===== config.mk =====
export PLATFORM = sky130hd
export DESIGN_NAME = agc_timepulse_gen_flat
export DESIGN_NICKNAME = d
export VERILOG_FILES = /design/src/rtl/agc_timing_pkg.sv /design/src/rtl/agc_timepulse_gen_if.sv /design/src/rtl/agc_prescaler.sv /design/src/rtl/agc_timepulse_gen.sv /design/src/flat_wrapper.sv
export SDC_FILE = /design/constraint.sdc
export NUM_CORES = 1
export LEC_CHECK = 0
export CORE_MARGIN = 1.5
export CORE_UTILIZATION = 40
export DETAILED_ROUTE_END_ITERATION = 7
export HOLD_SLACK_MARGIN = 0.08
export PLACE_DENSITY_LB_ADDON = 0.05
export SLEW_MARGIN = 20
export SYNTH_ARGS = -nofsm -noshare
export SYNTH_HDL_FRONTEND = slang
export SYNTH_SLANG_ARGS = --single-unit

===== constraint.sdc =====
create_clock -name clk -period 1.7 [get_ports clk]
set_clock_uncertainty 0.15 [all_clocks]
set_input_delay 0.34 -clock clk [delete_from_list [all_inputs] [get_ports clk]]
set_output_delay 0.34 -clock clk [all_outputs]
set_load 0.01 [all_outputs]

===== src/rtl/agc_timing_pkg.sv =====
// Shared timing constants and FSM encoding for the AGC time-pulse generator.
package agc_timing_pkg;

  localparam int unsigned NT  = 12;
  localparam int unsigned NPH = 4;

  typedef enum logic [1:0] {
    StIdle,
    StRun,
    StHalt
  } state_e;

  localparam logic [NT-1:0]  T01 = NT'(1);
  localparam logic [NT-1:0]  T12 = {1'b1, {(NT-1){1'b0}}};
  localparam logic [NPH-1:0] P1  = NPH'(1);
  localparam logic [NPH-1:0] P4  = {1'b1, {(NPH-1){1'b0}}};

endpackage


===== src/rtl/agc_timepulse_gen_if.sv =====
// Control inputs and registered T/P timing outputs of the time-pulse generator.
interface agc_timepulse_gen_if;
  import agc_timing_pkg::*;

  logic           stop;
  logic           restart;
  logic [NT-1:0]  t;
  logic [NPH-1:0] p;
  logic           tick;
  logic           mct;
  logic           stopped;

  modport master (
    output stop,
    output restart,
    input  t,
    input  p,
    input  tick,
    input  mct,
    input  stopped
  );

  modport slave (
    input  stop,
    input  restart,
    output t,
    output p,
    output tick,
    output mct,
    output stopped
  );

endinterface


===== src/rtl/agc_prescaler.sv =====
// Free-running divide-by-DIV counter; wrap marks the last clk cycle of each phase.
module agc_prescaler #(
  parameter int unsigned DIV = 4
) (
  input  logic clk,
  input  logic rst,
  input  logic clr,
  output logic wrap
);

  localparam int unsigned CntW = (DIV > 2) ? $clog2(DIV) : 1;
  localparam logic [CntW-1:0] CntMax = CntW'(DIV - 1);

  logic [CntW-1:0] cnt_q, cnt_d;

  assign wrap = (cnt_q == CntMax);

  always_comb begin
    cnt_d = cnt_q + 1'b1;
    if (clr || wrap) begin
      cnt_d = '0;
    end
  end

  always_ff @(posedge clk) begin
    if (rst) begin
      cnt_q <= '0;
    end else begin
      cnt_q <= cnt_d;
    end
  end

endmodule


===== src/rtl/agc_timepulse_gen.sv =====
// AGC memory-cycle timing frame: twelve one-hot T pulses of four phases each,
// with halt-at-end-of-cycle (stop) and forced restart (GOJAM).
module agc_timepulse_gen
  import agc_timing_pkg::*;
#(
  parameter int unsigned DIV = 4,
  parameter int unsigned NT  = 12
) (
  input  logic               clk,
  input  logic               rst,
  input  logic               vcc,
  input  logic               gnd,
  agc_timepulse_gen_if.slave bus
);

  logic           wrap;
  state_e         state_q;
  logic [NT-1:0]  t_q;
  logic [NPH-1:0] p_q;
  logic           tick_q;
  logic           mct_q;
  logic           stopped_q;

  // Power pins exist only to mirror the schematic.
  logic unused_pwr;
  assign unused_pwr = vcc ^ gnd;

  agc_prescaler #(
    .DIV (DIV)
  ) u_prescaler (
    .clk  (clk),
    .rst  (rst),
    .clr  (bus.restart),
    .wrap (wrap)
  );

  always_ff @(posedge clk) begin
    if (rst) begin
      state_q   <= StIdle;
      t_q       <= '0;
      p_q       <= '0;
      tick_q    <= 1'b0;
      mct_q     <= 1'b0;
      stopped_q <= 1'b1;
    end else if (bus.restart) begin
      state_q   <= StRun;
      t_q       <= T01;
      p_q       <= P1;
      tick_q    <= 1'b1;
      mct_q     <= 1'b1;
      stopped_q <= 1'b0;
    end else begin
      tick_q <= 1'b0;
      mct_q  <= 1'b0;
      if (wrap) begin
        unique case (state_q)
          StIdle, StHalt: begin
            // Idle starts on any wrap; a halted frame waits for stop to drop.
            if (state_q == StIdle || !bus.stop) begin
              state_q   <= StRun;
              t_q       <= T01;
              p_q       <= P1;
              tick_q    <= 1'b1;
              mct_q     <= 1'b1;
              stopped_q <= 1'b0;
            end
          end
          StRun: begin
            if (p_q != P4) begin
              p_q <= {p_q[NPH-2:0], 1'b0};
            end else if (t_q == T12 && bus.stop) begin
              state_q   <= StHalt;
              t_q       <= '0;
              p_q       <= '0;
              stopped_q <= 1'b1;
            end else begin
              t_q    <= {t_q[NT-2:0], t_q[NT-1]};
              p_q    <= P1;
              tick_q <= 1'b1;
              mct_q  <= (t_q == T12);
            end
          end
          default: begin
            state_q   <= StIdle;
            t_q       <= '0;
            p_q       <= '0;
            stopped_q <= 1'b1;
          end
        endcase
      end
    end
  end

  assign bus.t       = t_q;
  assign bus.p       = p_q;
  assign bus.tick    = tick_q;
  assign bus.mct     = mct_q;
  assign bus.stopped = stopped_q;

endmodule


===== src/flat_wrapper.sv =====
// flat-port wrapper written by rule: the top's interface ports become plain ports
module agc_timepulse_gen_flat import agc_timing_pkg::*;
#(
  parameter int unsigned DIV = 4,
  parameter int unsigned NT  = 12
)
  (clk, rst, vcc, gnd, bus_stop, bus_restart, bus_t, bus_p, bus_tick, bus_mct, bus_stopped);
  agc_timepulse_gen_if bus_i ();
  input  logic clk;
  input  logic rst;
  input  logic vcc;
  input  logic gnd;
  input wire logic [$bits(bus_i.stop)-1:0] bus_stop;
  input wire logic [$bits(bus_i.restart)-1:0] bus_restart;
  output wire logic [$bits(bus_i.t)-1:0] bus_t;
  output wire logic [$bits(bus_i.p)-1:0] bus_p;
  output wire logic [$bits(bus_i.tick)-1:0] bus_tick;
  output wire logic [$bits(bus_i.mct)-1:0] bus_mct;
  output wire logic [$bits(bus_i.stopped)-1:0] bus_stopped;
  assign bus_i.stop = bus_stop;
  assign bus_i.restart = bus_restart;
  assign bus_t = bus_i.t;
  assign bus_p = bus_i.p;
  assign bus_tick = bus_i.tick;
  assign bus_mct = bus_i.mct;
  assign bus_stopped = bus_i.stopped;
  agc_timepulse_gen #(.DIV(DIV), .NT(NT)) u_core (.clk(clk), .rst(rst), .vcc(vcc), .gnd(gnd), .bus(bus_i));
endmodule

After elaboration in Yosys (flattened, before gate mapping)
Index checks and enable logic that the tools add are counted.
{"block": "totals", "ff_bits": 23, "in_bits": 6, "wordCells": 72}
{"block": "classes", "n_addsub": 1, "eq_ne": 11, "n_mux": 35, "reduce_logical": 15}
{"operator": "12-bit 2-to-1 mux", "count": 3}
{"operator": "12-bit case mux with 2 select lines", "count": 1}
{"operator": "1-bit 2-to-1 mux", "count": 21}
{"operator": "12-bit equality test (second input constant)", "count": 1}
{"operator": "4-bit 2-to-1 mux", "count": 2}
{"operator": "4-bit case mux with 2 select lines", "count": 1}
{"operator": "4-bit AND reduction", "count": 2}
{"operator": "2-bit 2-to-1 mux", "count": 3}
{"operator": "3-bit by 2-bit inequality test with 1-bit output (second input constant)", "count": 2}
{"operator": "1-bit case mux with 2 select lines", "count": 3}
{"operator": "3-bit AND reduction", "count": 2}
{"operator": "2-bit OR reduction", "count": 3}
{"operator": "2-bit equality test (second input constant)", "count": 2}
{"operator": "2-bit by 1-bit inequality test with 1-bit output (second input constant)", "count": 2}
{"operator": "4-bit inequality test (second input constant)", "count": 1}
{"operator": "2-bit case mux with 2 select lines", "count": 1}
{"operator": "2-bit AND reduction", "count": 2}
{"operator": "3-bit inequality test (second input constant)", "count": 1}
{"operator": "2-bit by 1-bit adder with 2-bit output (second input constant)", "count": 1}
{"operator": "2-bit by 1-bit equality test with 1-bit output (second input constant)", "count": 1}
{"operator": "2-bit logical NOT", "count": 1}
{"operator": "1-bit logical OR", "count": 2}
{"operator": "2-bit inequality test (second input constant)", "count": 1}
{"operator": "2-bit nonzero test", "count": 1}
{"operator": "other kinds (2)", "count": 2}

Logic depth before layout (Yosys ltp)
Gate-level depths: netlist of the first run.
{"block": "logic_depth", "depth_word": 7, "ltp_mapped": 6, "depth_no_buf": 4}

Cells and area by module
A second synthesis of the first run with hierarchy kept.
{"block": "hier_totals", "hier_cells": 111, "hier_area_um2": 997.2}
{"module": "agc_timepulse_gen", "instances": 1, "cells_per_inst": 106, "area_each_um2": 917.1}
{"module": "agc_prescaler", "instances": 1, "cells_per_inst": 5, "area_each_um2": 80.1}

Worst setup path before layout of the first run
No wires, ideal clock.
{"block": "synth_timing", "kind": "reg-to-reg", "start": "register u_core.u_prescaler.cnt_q[0]", "end": "register u_core.state_q[1]", "setup_ns": 0.060, "arrival_time_ns": 1.333, "t_required_ns": 1.490, "setup_slack_ns": 0.156, "stages_incl_launch_ff": 6, "n_path_buf": 1, "synth_period_minus_slack_ns": 1.544, "path_cell_list": "dfxtp_1 > ha_1 > clkbuf_1 > o21ai_1 > nor3_1 > o221a_1"}
{"block": "synth_between", "elab_chain_cells": 2}
{"item": "start, declared", "line_no": "agc_prescaler.sv:14", "rtl": "logic [CntW-1:0] cnt_q, cnt_d;"}
{"item": "start signal, assigned", "line_no": "agc_prescaler.sv:29", "rtl": "cnt_q <= cnt_d;"}
{"item": "2-bit equality test", "line_no": "agc_prescaler.sv:16", "rtl": "assign wrap = (cnt_q == CntMax);"}
{"item": "4-bit AND reduction (no line)"}
{"item": "end signal, assigned", "line_no": "agc_timepulse_gen.sv:39", "rtl": "state_q <= StIdle;"}
{"item": "end signal, assigned", "line_no": "agc_timepulse_gen.sv:46", "rtl": "state_q <= StRun;"}
{"item": "end signal, assigned", "line_no": "agc_timepulse_gen.sv:60", "rtl": "state_q <= StRun;"}
{"item": "end, declared", "line_no": "agc_timepulse_gen.sv:17", "rtl": "state_e state_q;"}
No other way between the ends.
A chain may end at the register's enable or synchronous reset.

Final worst setup path of the first run
{"block": "layout_timing", "start": "register u_core.p_q[0], in the netlist u_core.bus.p[0]", "end": "register u_core.mct_q, in the netlist u_core.bus.mct"}
{"block": "layout_between", "elab_chain_cells": 5}
{"item": "start, declared", "line_no": "agc_timepulse_gen.sv:19", "rtl": "logic [NPH-1:0] p_q;"}
{"item": "start signal, assigned", "line_no": "agc_timepulse_gen.sv:70", "rtl": "p_q <= {p_q[NPH-2:0], 1'b0};"}
{"item": "4-bit inequality test", "line_no": "agc_timepulse_gen.sv:69", "rtl": "if (p_q != P4) begin"}
{"item": "1-bit 2-to-1 mux", "line_no": "agc_timepulse_gen.sv:69"}
{"item": "1-bit case mux with 2 select lines", "line_no": "agc_timepulse_gen.sv:56", "rtl": "unique case (state_q)"}
{"item": "1-bit 2-to-1 mux", "line_no": "agc_timepulse_gen.sv:55", "rtl": "if (wrap) begin"}
{"item": "1-bit 2-to-1 mux", "line_no": "agc_timepulse_gen.sv:45", "rtl": "end else if (bus.restart) begin"}
{"item": "end signal, assigned", "line_no": "agc_timepulse_gen.sv:80", "rtl": "mct_q <= (t_q == T12);"}
{"item": "end, declared", "line_no": "agc_timepulse_gen.sv:21", "rtl": "logic mct_q;"}
No other way between the ends.

==> results by group, run 1 <==
Worst setup path
  – CP Capture Type: flop
  – Crit path max fanout: 4
  – Critical Path AT: 1760 ps
  – Worst endpoint required time: 1790 ps
  – Worst path buffer plus inverter count: 0
  – Slowest Stage Delay on Critical Path: 570 ps
  – Crit-path slowest cell: or4b_4
  – Top delay family on crit path: simple AND/OR/NAND/NOR gates
  – Startpoint types: flop
  – Worst-path cell chain: or4b_4, nor3_2, nand4_1, a211oi_2
  – Setup Crit Path Kind: flop to flop

Logic synthesis
  – Synth Area in Compound Gates: around 17%
  – Main combinational cell family by area after synthesis: simple AND/OR/NAND/NOR gates
  – Synth Area in XOR/XNOR: 0%
  – EDFF count, synth: 0
  – Post-synthesis mux area share: 0%
  – Synth top area share: between 40% and 50%
  – Cell taking the most area after synthesis: dfxtp_1
  – Mean Syn Cell Area: 9.06 um2
  – Ys async rst share: 0%
  – Cells after Synth: around 120
  – #FFs+latches synth: 23
  – Synth cell types: 33
  – Top_reg_cell synth: dfxtp_1
  – Commonest cells in the netlist: 23 x dfxtp_1, 19 x nand3_1, 11 x a21oi_1, 8 x nand2_1, 8 x o21ai_1
  – Synth warn: 0
  – Register area share after synthesis: 44.2%
  – Synth area leaders: dfxtp_1 44%, nand3_1 9.1%, a21oi_1 5.3%, o21ai_1 3.8%, nand2_1 2.9%
  – Post-Synth Adder-Cell Area: 1.20%
  – Simple-gate share of the synthesized area: 33.0%
  – Synth Cell Area: 1040 um2
  – Count leader, synth: dfxtp_1
  – Syn Nets: 122

Placement
  – Area after DPL: approximately 1400 um2
  – HPWL after DPL: 1790 um
  – PortBufs: 22
  – Routability cong.: 0.813
  – Placed cells: 177

Timing
  – RSZ-0062 raised after global routing: true
  – Final Hold Vio Count: 0
  – Worst Max-Slew Pin Slew: 378 ps
  – Final Setup Violations: 0
  – Fin Setup TNS: 0 ps
  – Slew Viols, Final: 0
  – Tmin final: ~1700 ps
  – Relative slew slack: 74.8%
  – Fin crit share: 98.0%
  – F_max: 0.600 GHz

Min path
  – Hold crit path type: flop to flop

CTS
  – Cts hold-fix bufs: 0
  – CTS buffer count: 3
  – Deepest clock path buffer count: 2
  – TritonCTS clock tree: built
  – CTS root buffer: clkbuf_4
  – Number of clock sinks: 23
  – Clk_lat worst skew: 300 ps
  – Worst-path clk slew: 120 ps
  – H-tree levels: 1

Floorplanning
  – Rows: 18
  – Die footprint: 2920 um2
  – Core area: 2480 um2
  – Die W: 54.0 um
  – Die height: about 54 um
  – Starting Density: 42.1%
  – Boundary Pins: 25

Global route
  – Pin count of the biggest net entering global routing: 16
  – Total track usage: 18.5%
  – Vias in the first global route: 892
  – GRT overflow: 0
  – Initial antenna violation count: 0
  – First-pass GRT wire length: 3950 um

Power
  – Max VDD drop: 0.427 mV
  – Leakage: 0.000616 uW
  – Final Power: 923 uW
  – Pwr/cell area: slightly above 600 nW/um2

Routing
  – Routed Antenna Nets: 0
  – DRC: 0
  – Wire length per cell: 14.1 um
  – Drt first pass iters: 4
  – Drt via density: 5.52
  – WL final: ~2600 um
  – Total number of vias: 1,027
  – Drt first-iter violations: 15

Final layout
  – Antenna Diode Count: 0
  – Layout cells sized above 1: 34.0%
  – Final nets: 164
  – Post-route cell area: around 1500 um2
  – Fin cells: 186
  – Synth-to-layout area growth: 44.7%

Job
  – # Max-Cap Violations: 0

Status
  – Status: finished clean
[cells by family after synthesis]
kind of cell    Yosys count
compound gates           27
flops                    23
buf+inv                   9
simple gates             55
fa+ha+maj                 1
[worst register-to-register path, cell delays in order (launching register included)]
cell and delay [ps]:
dfxtp_2 370, or4b_4 570, nor3_2 130, nand4_1 180, a211oi_2 210
[per-stage QoR]
stage | hold slack (ps) | setup slack [ps] | util (%)
floorplan | 258 | 156 | -
global placement | 266 | -175 | 56.9
detailed placement | 276 | -180 | 56.9
CTS | 294 | -73.8 | 58.5
global route | 322 | -14.2 | 60.9
finish | 292 | 34.0 | 60.9
[final cells by class]
class | count | area, um2
Clock buffer | 4 | 26.3
Fill cell | 251 | 970
Multi-Input combinational cell | 84 | 576
Sequential cell | 23 | 478
Tap cell | 30 | 37.5
Timing Repair Buffer | 45 | 390
[registers in the layout, summed over array words and instances (netlist names)]
name	flops
u_core.bus.t	12
u_core.bus.p	4
u_core.state_q	2
u_core.u_prescaler.cnt_q	2
u_core.bus.mct	1
u_core.bus.stopped	1
u_core.bus.tick	1
[layout by cell type (no fill, tap or decap), types with 2 or more instances in the layout]
cell type        Yosys  final
nand3_1             19     19
nand4_1              2      2
nor2_1               5      5
nand4b_1             3      3
dfxtp_2              0     11
nor4_2               1      2
dfxtp_1             23     11
buf_4                0     22
a21oi_1             11     11
a211oi_2             1      2
nor3_1               3      3
clkdlybuf4s50_1      0      4
nand3b_1             2      2
o21ai_1              8      8
dlymetal6s2s_1       0      2
nand2_1              8      8
clkbuf_4             0      3
dlygate4sd2_1        0     16
[per-layer routing]
| layer | track usage (%) | routed length, um | vias up |
|---|---|---|---|
| met5 | 0 | 0 | - |
| met4 | 7.08 | 15 | 0 |
| met3 | 2.50 | 74 | 2 |
| met2 | 31.3 | 1310 | 14 |
| met1 | 23.8 | 1220 | 501 |
| li1 | - | - | 510 |
[what timing repair did]
action / CTS / global route
cloned: 0 / 1
hold endpoints to repair: 0 / 0
gates resized for setup: 30 / 5
endpoints found under the setup margin: 17 / 18
pin swaps: 0 / 6
buffers inserted: 1 / 4
[path summary, 6_finish.rpt]
path                               startpoint                           to  slack, ps  cells after the start
setup / recovery              u_core.bus.p[0]               u_core.bus.mct         30                      4
hold / removal    u_core.u_prescaler.cnt_q[0]  u_core.u_prescaler.cnt_q[0]        290                      1
setup reg to reg              u_core.bus.p[0]               u_core.bus.mct         30                      4
hold reg to reg   u_core.u_prescaler.cnt_q[0]  u_core.u_prescaler.cnt_q[0]        290                      1
[power breakdown]
group | total [uW] | switching, uW | internal [uW]
registers | 561 | 12.3 | 549
logic | 112 | 55.8 | 56.7
clock network | 249 | 158 | 91.5
total | 923 | 226 | 697
Power figures use the tool's default switching activity.
==> run 2, diff against run 1 <==
- CORE_MARGIN: 1.5 -> 2
==> run 2 against run 1 <==
Net effect:
- sequential share of layout area decreased by 0.37 points
- sequential cell count unchanged
- fmax decreased by 1.7%
- critical path type unchanged
- critical endpoint unchanged
- largest cell class unchanged
==> results by group, run 2 (synthesized netlist as in run 1, its figures left out) <==
Routing
  – Drt via density: about 5.3
  – DRC: 0
  – Drt first-iter violations: 17
  – Total number of vias: 1,004
  – Drt first pass iters: 4
  – Routed Antenna Nets: 0
  – WL final: 2540 um
  – Wire length per cell: 13.5 um

Worst setup path
  – CP Capture Type: flop
  – Startpoint types: flop
  – Crit path max fanout: 3
  – Worst endpoint required time: 1800 ps
  – Setup Crit Path Kind: flop to flop
  – Critical Path AT: 1790 ps

Final layout
  – Commonest cells after routing, fill and taps aside: 23 x buf_4, 19 x nand3_1, 17 x dlygate4sd2_1
  – Final nets: between 150 and 200
  – Number of flip-flops under the largest register name: 12
  – Synth-to-layout area growth: 47.5%
  – Antenna Diode Count: 0
  – Most common cell after layout, fill and taps aside: buf_4
  – Layout cells sized above 1: 36.1%

Status
  – Status: finished clean

Global route
  – First-pass GRT wire length: 4000 um
  – Initial antenna violation count: 0
  – Total track usage: 18.6%
  – Vias in the first global route: 881
  – GRT overflow: 0
  – Pin count of the biggest net entering global routing: 16

Power
  – Leakage: between 0.0006 and 0.0007 uW
  – Max VDD drop: 0.571 mV
  – Final Power: just over 900 uW
  – Pwr/cell area: 602 nW/um2

Timing
  – F_max: 0.590 GHz
  – Final Setup Violations: 0
  – RSZ-0062 raised after global routing: true
  – Relative slew slack: around 76%
  – Worst Max-Slew Pin Slew: 360 ps
  – Slew Viols, Final: 0
  – Fin crit share: about 100%
  – Final Hold Vio Count: 0
  – Tmin final: 1690 ps
  – Final worst slack: 5.99 ps

CTS
  – CTS root buffer: clkbuf_4
  – TritonCTS clock tree: built
  – Number of clock sinks: 23
  – CTS buffer count: 3
  – Deepest clock path buffer count: 2
  – Worst-path clk slew: 140 ps
  – H-tree levels: 1
  – Clk_lat worst skew: 310 ps

Placement
  – Routability cong.: 0.887
  – HPWL after DPL: approximately 1800 um
  – Placement-stage worst setup slack: -199 ps
  – PortBufs: 22

Floorplanning
  – Die height: 55.0 um
  – Boundary Pins: 25
  – Starting Density: 42.1%
  – Core area: 2480 um2
  – Rows: 18
  – Die footprint: 3030 um2
  – Die W: between 50 and 60 um

Job
  – # Max-Cap Violations: 0

Min path
  – Hold crit path type: flop to flop
[run 2: repair_timing]
| item | in CTS | in global routing |
|---|---|---|
| setup buffers | 3 | 4 |
| pin swaps | 1 | 4 |
| hold buffers | 0 | 0 |
| gates resized for setup | 32 | 7 |
| endpoints found under the setup margin | 18 | 18 |
[run 2: path summary, 6_finish.rpt]
check | start | end | slack (ps) | depth (start not counted)
min reg2reg | u_core.u_prescaler.cnt_q[0] | u_core.u_prescaler.cnt_q[0] | 290 | 1
min | u_core.u_prescaler.cnt_q[0] | u_core.u_prescaler.cnt_q[0] | 290 | 1
max | u_core.bus.p[2] | u_core.bus.mct | 6 | 4
max reg2reg | u_core.bus.p[2] | u_core.bus.mct | 6 | 4
[run 2: metal layers]
layer	up-vias	global-route usage, %	wire [um]
met5	-	0	0
met3	2	2.42	85
met1	464	24.3	1200
met2	22	31.3	1240
met4	0	6.10	12
li1	516	-	-
[run 2: final cells by class]
type | instances | area (um2)
clock inverter | 1 | 5.00
multi-input combinational | 83 | 563
timing repair buffer | 48 | 428
sequential | 23 | 482
clock buffer | 3 | 22.5
tap | 30 | 37.5
fill | 232 | 940
[run 2: critical path, cell delays in order, from the launching register on]
cell and delay (ps):
dfxtp_4 370, or4b_4 560, nor3_2 120, nand4_1 180, a211oi_2 250
[run 2: report_power, final]
group	switching, uW	internal (uW)
registers	11.8	549
clock network	169	87.9
logic	53.1	54.7
total	234	692
[run 2: stage by stage]
step           setup TNS, ps  utilization (%)  hold WS, ps  instance area [um2]  cells
2_1_floorplan              0                -          258                 1040    115
3_3_place_gp           -2700             56.9          265                 1410    177
3_5_place_dp           -2960             56.9          273                 1410    177
4_1_cts                    0             59.4          295                 1470    184
5_1_grt                -56.4             62.1          315                 1540    188
6_report                   0             62.1          289                 1540    188
==> run 3, diff against run 2 <==
- SETUP_SLACK_MARGIN: not set -> 0.05
==> run 3 against run 2 <==
Net effect:
- fmax increased by 3.3%
- wire length rose by 2.0%
- setup slack better by 54 ps
- non-clock buffer count increased by 1
- power rose by 0.17%
- critical path depth stayed put
- clock power about the same
- largest cell class unchanged
- largest power group unchanged
==> results by group, run 3 (synthesized netlist as in run 1, its figures left out) <==
Status
  – Status: finished clean

Placement
  – Placed cells: 177
  – Area after DPL: 1410 um2
  – PortBufs: 22
  – Routability cong.: 0.887
  – HPWL after DPL: 1840 um

CTS
  – TritonCTS clock tree: built
  – Deepest clock path buffer count: 2
  – CTS root buffer: clkbuf_4
  – CTS buffer count: 3
  – Cts hold-fix bufs: 0
  – Number of clock sinks: 23
  – H-tree levels: 1
  – Clk_lat worst skew: 310 ps
  – Worst-path clk slew: 120 ps

Worst setup path
  – Worst path buffer plus inverter count: 1
  – Worst endpoint required time: 1800 ps
  – CP Capture Type: flop
  – Crit-path slowest cell: or4b_4
  – R2R depth: 4
  – Reg-to-reg endpoint: u_core.state_q[1]
  – Crit Reg-Reg Startpoint: u_core.bus.p[2]
  – Crit path max fanout: 2
  – Startpoint types: flop
  – Critical Path AT: 1740 ps
  – Top delay family on crit path: simple AND/OR/NAND/NOR gates
  – Slowest Stage Delay on Critical Path: 550 ps
  – R2R Setup Slk: 60 ps
  – Worst-path cell chain: or4b_4, buf_4, nor3_1, o221a_1
  – Setup Crit Path Kind: flop to flop

Min path
  – Hold crit path type: flop to flop
  – Hold Path Depth: 1
  – Hold_sp: u_core.u_prescaler.cnt_q[0]
  – Worst Hold End: u_core.u_prescaler.cnt_q[0]

Timing
  – Worst Max-Slew Pin Slew: approximately 340 ps
  – Fin crit share: 96.5%
  – Final Setup Violations: 0
  – Fin Setup TNS: 0 ps
  – Final Hold Vio Count: 0
  – Slew Viols, Final: 0
  – RSZ-0062 raised after global routing: true
  – F_max: a little over 0.6 GHz
  – Relative slew slack: 77.4%
  – Tmin final: 1640 ps

Final layout
  – Synth-to-layout area growth: 51.3%
  – Antenna Diode Count: 0
  – Final nets: 167
  – Post-route cell area: approximately 1600 um2
  – Number of flip-flops under the largest register name: 12
  – Layout cells sized above 1: a little over 40%
  – Fin cells: 189
  – Most common cell after layout, fill and taps aside: buf_4
  – # fillers: 234
  – Commonest cells after routing, fill and taps aside: 22 x buf_4, 19 x dlygate4sd2_1, 18 x nand3_1

Routing
  – Total number of vias: 1,023
  – Drt via density: about 5.4
  – Routed Antenna Nets: 0
  – DRC: 0
  – Wire length per cell: approximately 14 um
  – Drt first-iter violations: 18
  – WL final: 2590 um
  – Drt first pass iters: 4

Global route
  – Busiest grt layer: met2
  – Initial antenna violation count: 0
  – M1 GR Usage: 25.2%
  – First-pass GRT wire length: slightly above 4000 um
  – Met3 usage in global routing: 2.42%
  – M2 GR Usage: between 30% and 40%
  – Pin count of the biggest net entering global routing: 16
  – Vias in the first global route: 907
  – Total track usage: about a fifth
  – GRT overflow: 0

Power
  – Max VDD drop: about 0.56 mV
  – Pwr/cell area: a little under 600 nW/um2
  – Leakage: approximately 0.00062 uW

Job
  – # Max-Cap Violations: 0

Floorplanning
  – Boundary Pins: 25
  – Rows: 18
  – Starting Density: 42.1%
  – Die footprint: about 3000 um2
  – Core area: 2480 um2
  – Die W: approximately 55 um
  – Die height: 55.0 um
==> run 3: cell count changes in the layout (fill, tap and decap cells not counted), moves of 2 or more <==
| cell | change |
|---|---|
| buf_6 | +2 |
| dlygate4sd2_1 | +2 |
| dlymetal6s2s_1 | -2 |
| o21ai_1 | -2 |
| o21ai_2 | +2 |
==> run 3: final cells by class <==
| class | instances | area, um2 | share of cell area [%] |
|---|---|---|---|
| clock buffers | 3 | 22.5 | 1.43 |
| clock inverters | 1 | 5.00 | 0.317 |
| multi-input cells | 83 | 593 | 37.6 |
| flip-flops and latches | 23 | 483 | 30.6 |
| well taps | 30 | 37.5 | 2.38 |
| repair buffers | 49 | 435 | 27.6 |
==> run 3: timing repair <==
item / CTS / global route
pin swaps: 3 / 10
buffers inserted: 6 / 2
setup endpoints to repair: 27 / 21
resized for setup: 35 / 13
==> run 3: where the power goes <==
part           switching, uW  leakage [uW]  internal, uW
clock                    166     0.0000177          87.8
combinational           55.2      0.000411          56.6
sequential              11.9      0.000194           549
total                    233      0.000623           694
==> run 3: metrics by stage <==
step	power [uW]	util, %	hold slack, ps	worst slack [ps]
6_report	927	63.6	288	59.7
3_5_place_dp	681	56.9	273	-199
3_3_place_gp	679	56.9	265	-182
5_1_grt	962	63.6	315	10.5
4_1_cts	928	60.6	295	28.5
2_1_floorplan	623	-	258	156
==> run 3: worst max path at each step <==
stage,from,end,cells after the start
5_1_grt,u_core.bus.p[2],u_core.state_q[1],4
3_5_place_dp,bus_stop,u_core.state_q[1],5
3_3_place_gp,bus_stop,u_core.state_q[1],5
4_1_cts,u_core.bus.p[2],u_core.bus.mct,4
2_1_floorplan,u_core.u_prescaler.cnt_q[0],u_core.state_q[1],5
6_report,u_core.bus.p[2],u_core.state_q[1],4
==> run 3: worst register-to-register path, stage by stage, from the launching register on <==
cell and delay, ps:
dfxtp_4 370, or4b_4 550, buf_4 160, nor3_1 160, o221a_1 210
==> run 3: metal layers <==
layer / wire (um) / share of wire (%)
met5: 0 / 0
met3: 102 / 3.9
met2: 1320 / 51
met1: 1150 / 45
met4: 12 / 0.46
